===== src/rtl/timer_counter.sv =====
// Memory-mapped down-counting timer with one-shot / auto-reload modes and a level interrupt.
// Optional auto-reload path is built only when TIMER_RELOAD_EN is defined.
module timer_counter (
    input  logic        clk,
    input  logic        reset,
    input  logic [1:0]  addr,
    input  logic        we,
    input  logic [31:0] wdata,
    output logic [31:0] rdata,
    output logic        irq
);

    typedef enum logic [1:0] {
        S_IDLE = 2'd0,
        S_LOAD = 2'd1,
        S_CNT  = 2'd2,
        S_INT  = 2'd3
    } state_t;

    state_t      state_reg;
    logic [3:0]  ctrl_reg;
    logic [31:0] preset_reg;
    logic [31:0] count_reg;
    logic        irq_pend_reg;

    logic wr_ctrl;
    logic wr_preset;
    logic reload_mode;

    assign wr_ctrl   = we && (addr == 2'd0);
    assign wr_preset = we && (addr == 2'd1);

`ifdef TIMER_RELOAD_EN
    assign reload_mode = (ctrl_reg[2:1] == 2'b01);
`else
    assign reload_mode = 1'b0;
`endif

    // Later assignments in this block override earlier ones, which gives the
    // required priorities: flag set beats a bus clear, bus CTRL write beats EN clear.
    always_ff @(posedge clk) begin
        if (reset) begin
            state_reg    <= S_IDLE;
            ctrl_reg     <= 4'd0;
            preset_reg   <= 32'd0;
            count_reg    <= 32'd0;
            irq_pend_reg <= 1'b0;
        end else begin
            if (wr_ctrl)
                ctrl_reg <= wdata[3:0];
            if (wr_preset)
                preset_reg <= wdata;
            if (wr_ctrl || wr_preset)
                irq_pend_reg <= 1'b0;

            case (state_reg)
                S_IDLE: begin
                    if (ctrl_reg[0])
                        state_reg <= S_LOAD;
                end
                S_LOAD: begin
                    count_reg <= preset_reg;
                    state_reg <= S_CNT;
                end
                S_CNT: begin
                    if (!ctrl_reg[0]) begin
                        state_reg <= S_IDLE;
                    end else if (count_reg > 32'd1) begin
                        count_reg <= count_reg - 32'd1;
                    end else begin
                        count_reg    <= 32'd0;
                        irq_pend_reg <= 1'b1;
                        state_reg    <= S_INT;
                    end
                end
                S_INT: begin
                    if (reload_mode) begin
                        irq_pend_reg <= 1'b0;
                        state_reg    <= S_LOAD;
                    end else begin
                        if (!wr_ctrl)
                            ctrl_reg[0] <= 1'b0;
                        state_reg <= S_IDLE;
                    end
                end
                default: state_reg <= S_IDLE;
            endcase
        end
    end

    always_comb begin
        rdata = 32'd0;
        case (addr)
            2'd0:    rdata = {28'd0, ctrl_reg};
            2'd1:    rdata = preset_reg;
            2'd2:    rdata = count_reg;
            default: rdata = 32'd0;
        endcase
    end

    assign irq = irq_pend_reg & ctrl_reg[3];

endmodule


===== config.mk =====
export PLATFORM = sky130hd
export DESIGN_NAME = timer_counter
export DESIGN_NICKNAME = d
export VERILOG_FILES = /design/src/rtl/timer_counter.sv
export SDC_FILE = /design/constraint.sdc
export NUM_CORES = 1
export LEC_CHECK = 0
export ABC_AREA = 1
export BUFFER_PORTS_ARGS = -buffer_cell sky130_fd_sc_hd__buf_2
export CAP_MARGIN = 20
export CORE_MARGIN = 2
export CORE_UTILIZATION = 45
export DETAILED_ROUTE_END_ITERATION = 6
export PLACE_DENSITY = 0.64
export SLEW_MARGIN = 5
export SYNTH_ARGS = -nofsm -noshare
export SYNTH_HDL_FRONTEND = slang
export SYNTH_SLANG_ARGS = --single-unit

===== constraint.sdc =====
create_clock -name clk -period 1.88 [get_ports clk]
set_input_delay 0.188 -clock clk [delete_from_list [all_inputs] [get_ports clk]]
set_output_delay 0.188 -clock clk [all_outputs]
set_load 0.05 [all_outputs]

==> flow_summary.yaml <==
run_status:
  status: "complete, no violations"
job:
  maxCapViolCount: 0
sta:
  fmax_mhz: 558.3
  hold_violations: 0
  clock_skew_ps: 10.47
  tns_ps: 0
  drv_slew: 0
  fin_crit_ps: 1791
  max_slew_margin: 0.7267
  setup_viol: 0
  worst_slew_pin_slew_ps: 409.0
  fin_crit_sh: 0.9527
clock_network:
  cts-htree-levels: 3
  path_clk_slew_ps: 80
  insertion_delay_ps: 350
  root_buffer: "clkbuf_8"
  cts_tree: "done"
  clock-sinks: 71
  hold_buffers: 0
  clockBufferDepth: 2
  numCtsBuffers: 9
pwr:
  pwr-share-comb: 0.265
  finalPower_mw: 3.909
  p_sw_frac: 0.3441
  internal_power_mw: 2.564
  p_seq_frac: 0.417
  leakage_nw: 2.092
  pwr-share-clk: 0.318
  ir_worst_vdd_mv: 0.3957
  p_per_area_nw_per_um2: 791.2
  switching_power_mw: 1.345
die:
  ioPinCount: 70
  dieArea_um2: 10050
  core_um2: 9109
  dieWidth_um: 100.3
  chipHeight_um: 100.3
  initial_core_util: 0.4578
  rows: 35
worst_setup_path:
  worstSetupPathType: "register to register"
  reg2reg_from: "count_reg[0]$_SDFFE_PP0P_"
  rrSetupSlack_ps: 90
  cp_max_fo: 8
  crit_top_cell: "nor2_4"
  cp.arrival_ps: 2030
  required_ps: 2120
  crit_family: "simple AND/OR/NAND/NOR gates"
  critPathLaunchType: "register"
  worst-r2r-cell-count: 11
  cpPeakStageDelay_ps: 330
  cpMaxStageDelayCell: "dfxtp_1"
  rr_endpoint: "count_reg[20]$_SDFFE_PP0P_"
  cp_num_buf_inv: 3
  worstSetupEndpointType: "register"
  crit_path_cell_trace: "inv_1 > ha_2 > nand2_4 > nor2_8 > nor2_4 > nor2_4 > nor2_4 > buf_4 > clkbuf_16 > nand2_1 > a21oi_1"
logic_synthesis:
  synthesis.nets: 638
  synthesis.area_um2: 4170
  avgSynthCellArea_um2: 6.962
  yosys_warnings: 0
  ys_types: 27
  ys_seq_area_frac: 0.3408
  synth-seq-cells: 71
  syn_inst: 599
global_routing:
  grt_usage: 0.2268
  overflow: 0
  antenna_found_initial: 0
  grt_max_degree: 41
  grt_pass1_vias: 3917
  grt_pass1_wl_um: 18360
layout:
  final_common_cell: "o21ai_0"
  syn_to_final_growth_pct: 18.48
  antennaDiodeCount: 0
  layout_common_cells: "o21ai_0, inv_1, nand2_1"
  drive_gt1_frac: 0.2526
  post-route-util: 0.5424
  final_nets: 707
  nFillCells: 946
routing:
  drc: 0
  avgRoutedWirePerCell_um: 14.13
  drtAntennaViolNets: 0
  wirelength_um: 11080
  drt_iter0_drc: 139
  drtPass1Iterations: 4
  vias: 4114
  vias_per_cell: 5.247
place:
  place.gp.congestion: 0.8811
  io_buffers: 69
  hpwlAfterDp_um: 7711
hold_path:
  hold_start: "reset"
  holdPathStages: 2
  hold_class: "input port to register"
  whs_endpoint: "irq_pend_reg$_SDFF_PP0_"
final cells by class:
type | count | area (um2) | share of cell area
Timing Repair Buffer | 89 | 563.0 | 0.1140
Clock inverter | 5 | 56.30 | 0.01140
Multi-Input combinational cell | 414 | 2308 | 0.4672
Sequential cell | 71 | 1421 | 0.2877
Clock buffer | 11 | 141.4 | 0.02861
Tap cell | 111 | 138.9 | 0.02811
Inverter | 83 | 311.5 | 0.06305
metrics by stage:
step / hold WS (ps) / setup WS (ps) / cell area, um2 / std cells
finish: 67.90 / 88.97 / 4941 / 784
global route: 58.68 / -25.80 / 4941 / 784
CTS: 60.97 / 75.13 / 4866 / 779
detailed placement: 431.2 / 118.5 / 4668 / 763
global placement: 428.0 / 178.9 / 4668 / 763
floorplan: 257.1 / 175.3 / 4170 / 599
cells in the mapped netlist:
cell        n  area [um2]
nand3_1    17       85.08
inv_1      83       311.6
nor2_1     52       195.2
o221ai_1    4       35.03
a21oi_2    18       157.7
nor2_8      1       20.02
nand2_1    76       285.3
clkbuf_1   25       93.84
nor4_1      1       6.260
nand4_1     3       18.77
o21ai_1     1       5.000
xor2_1     10       87.58
nand3_2    17       170.2
o22ai_1    28       175.2
ha_1        2       25.02
buf_6       3       33.78
nand2_4     5       56.30
nor2_4      9       101.4
nor3_1      1       5.000
o21ai_0   105       525.5
buf_1       3       11.26
o21ai_2     2       17.52
a21oi_1    49       245.2
and2_1      1       6.260
nor2_2     10       62.56
nand2_2     2       12.51
dfxtp_1    71        1421
metal layers:
layer	global-route usage	part of all wire	routed length, um
met4	0.07165	0.011	125
met1	0.2770	0.44	4926
met5	0	0	0
met2	0.3965	0.50	5546
met3	0.05014	0.043	480
how the worst max path moves through the flow:
| stage | start | endpoint | slack (ps) | cells after the start |
|---|---|---|---|---|
| after detailed placement | count_reg[0]$_SDFFE_PP0P_ | count_reg[26]$_SDFFE_PP0P_ | 120 | 10 |
| final | count_reg[0]$_SDFFE_PP0P_ | count_reg[20]$_SDFFE_PP0P_ | 90 | 11 |
| after floorplan | addr[0] | rdata[1] | 180 | 5 |
| after global routing | count_reg[0]$_SDFFE_PP0P_ | count_reg[20]$_SDFFE_PP0P_ | -30 | 11 |
| after global placement | count_reg[0]$_SDFFE_PP0P_ | count_reg[28]$_SDFFE_PP0P_ | 180 | 10 |
| after CTS | count_reg[0]$_SDFFE_PP0P_ | count_reg[6]$_SDFFE_PP0P_ | 80 | 10 |
what timing repair did:
action,CTS,global route
resized for setup,0,2
endpoints found under the hold margin,0,0
setup buffers,0,4
endpoints found under the setup margin,0,5
logic make-up (layout without fill, tap and decap cells):
family,count (synthesis),in the layout,synth area share
AND/OR/NAND/NOR,195,195,0.2457
flip-flops,71,71,0.3408
AO/OA/AOI/OAI,207,207,0.2784
adder cells (fa/ha/maj),2,2,0.006000
XOR/XNOR,10,10,0.02100
buffers and inverters,114,188,0.1080
power groups by stage:
stage                     clock [mW]  combinational, mW  sequential [mW]
final                           1.24               1.04             1.63
after global routing            1.34               1.16             1.64
after CTS                       1.28               1.03             1.63
after detailed placement           0               1.02             1.66
after global placement             0               1.01             1.66
after floorplan                    0              0.792             1.65
No activity file was read; power rests on OpenSTA's default activity.
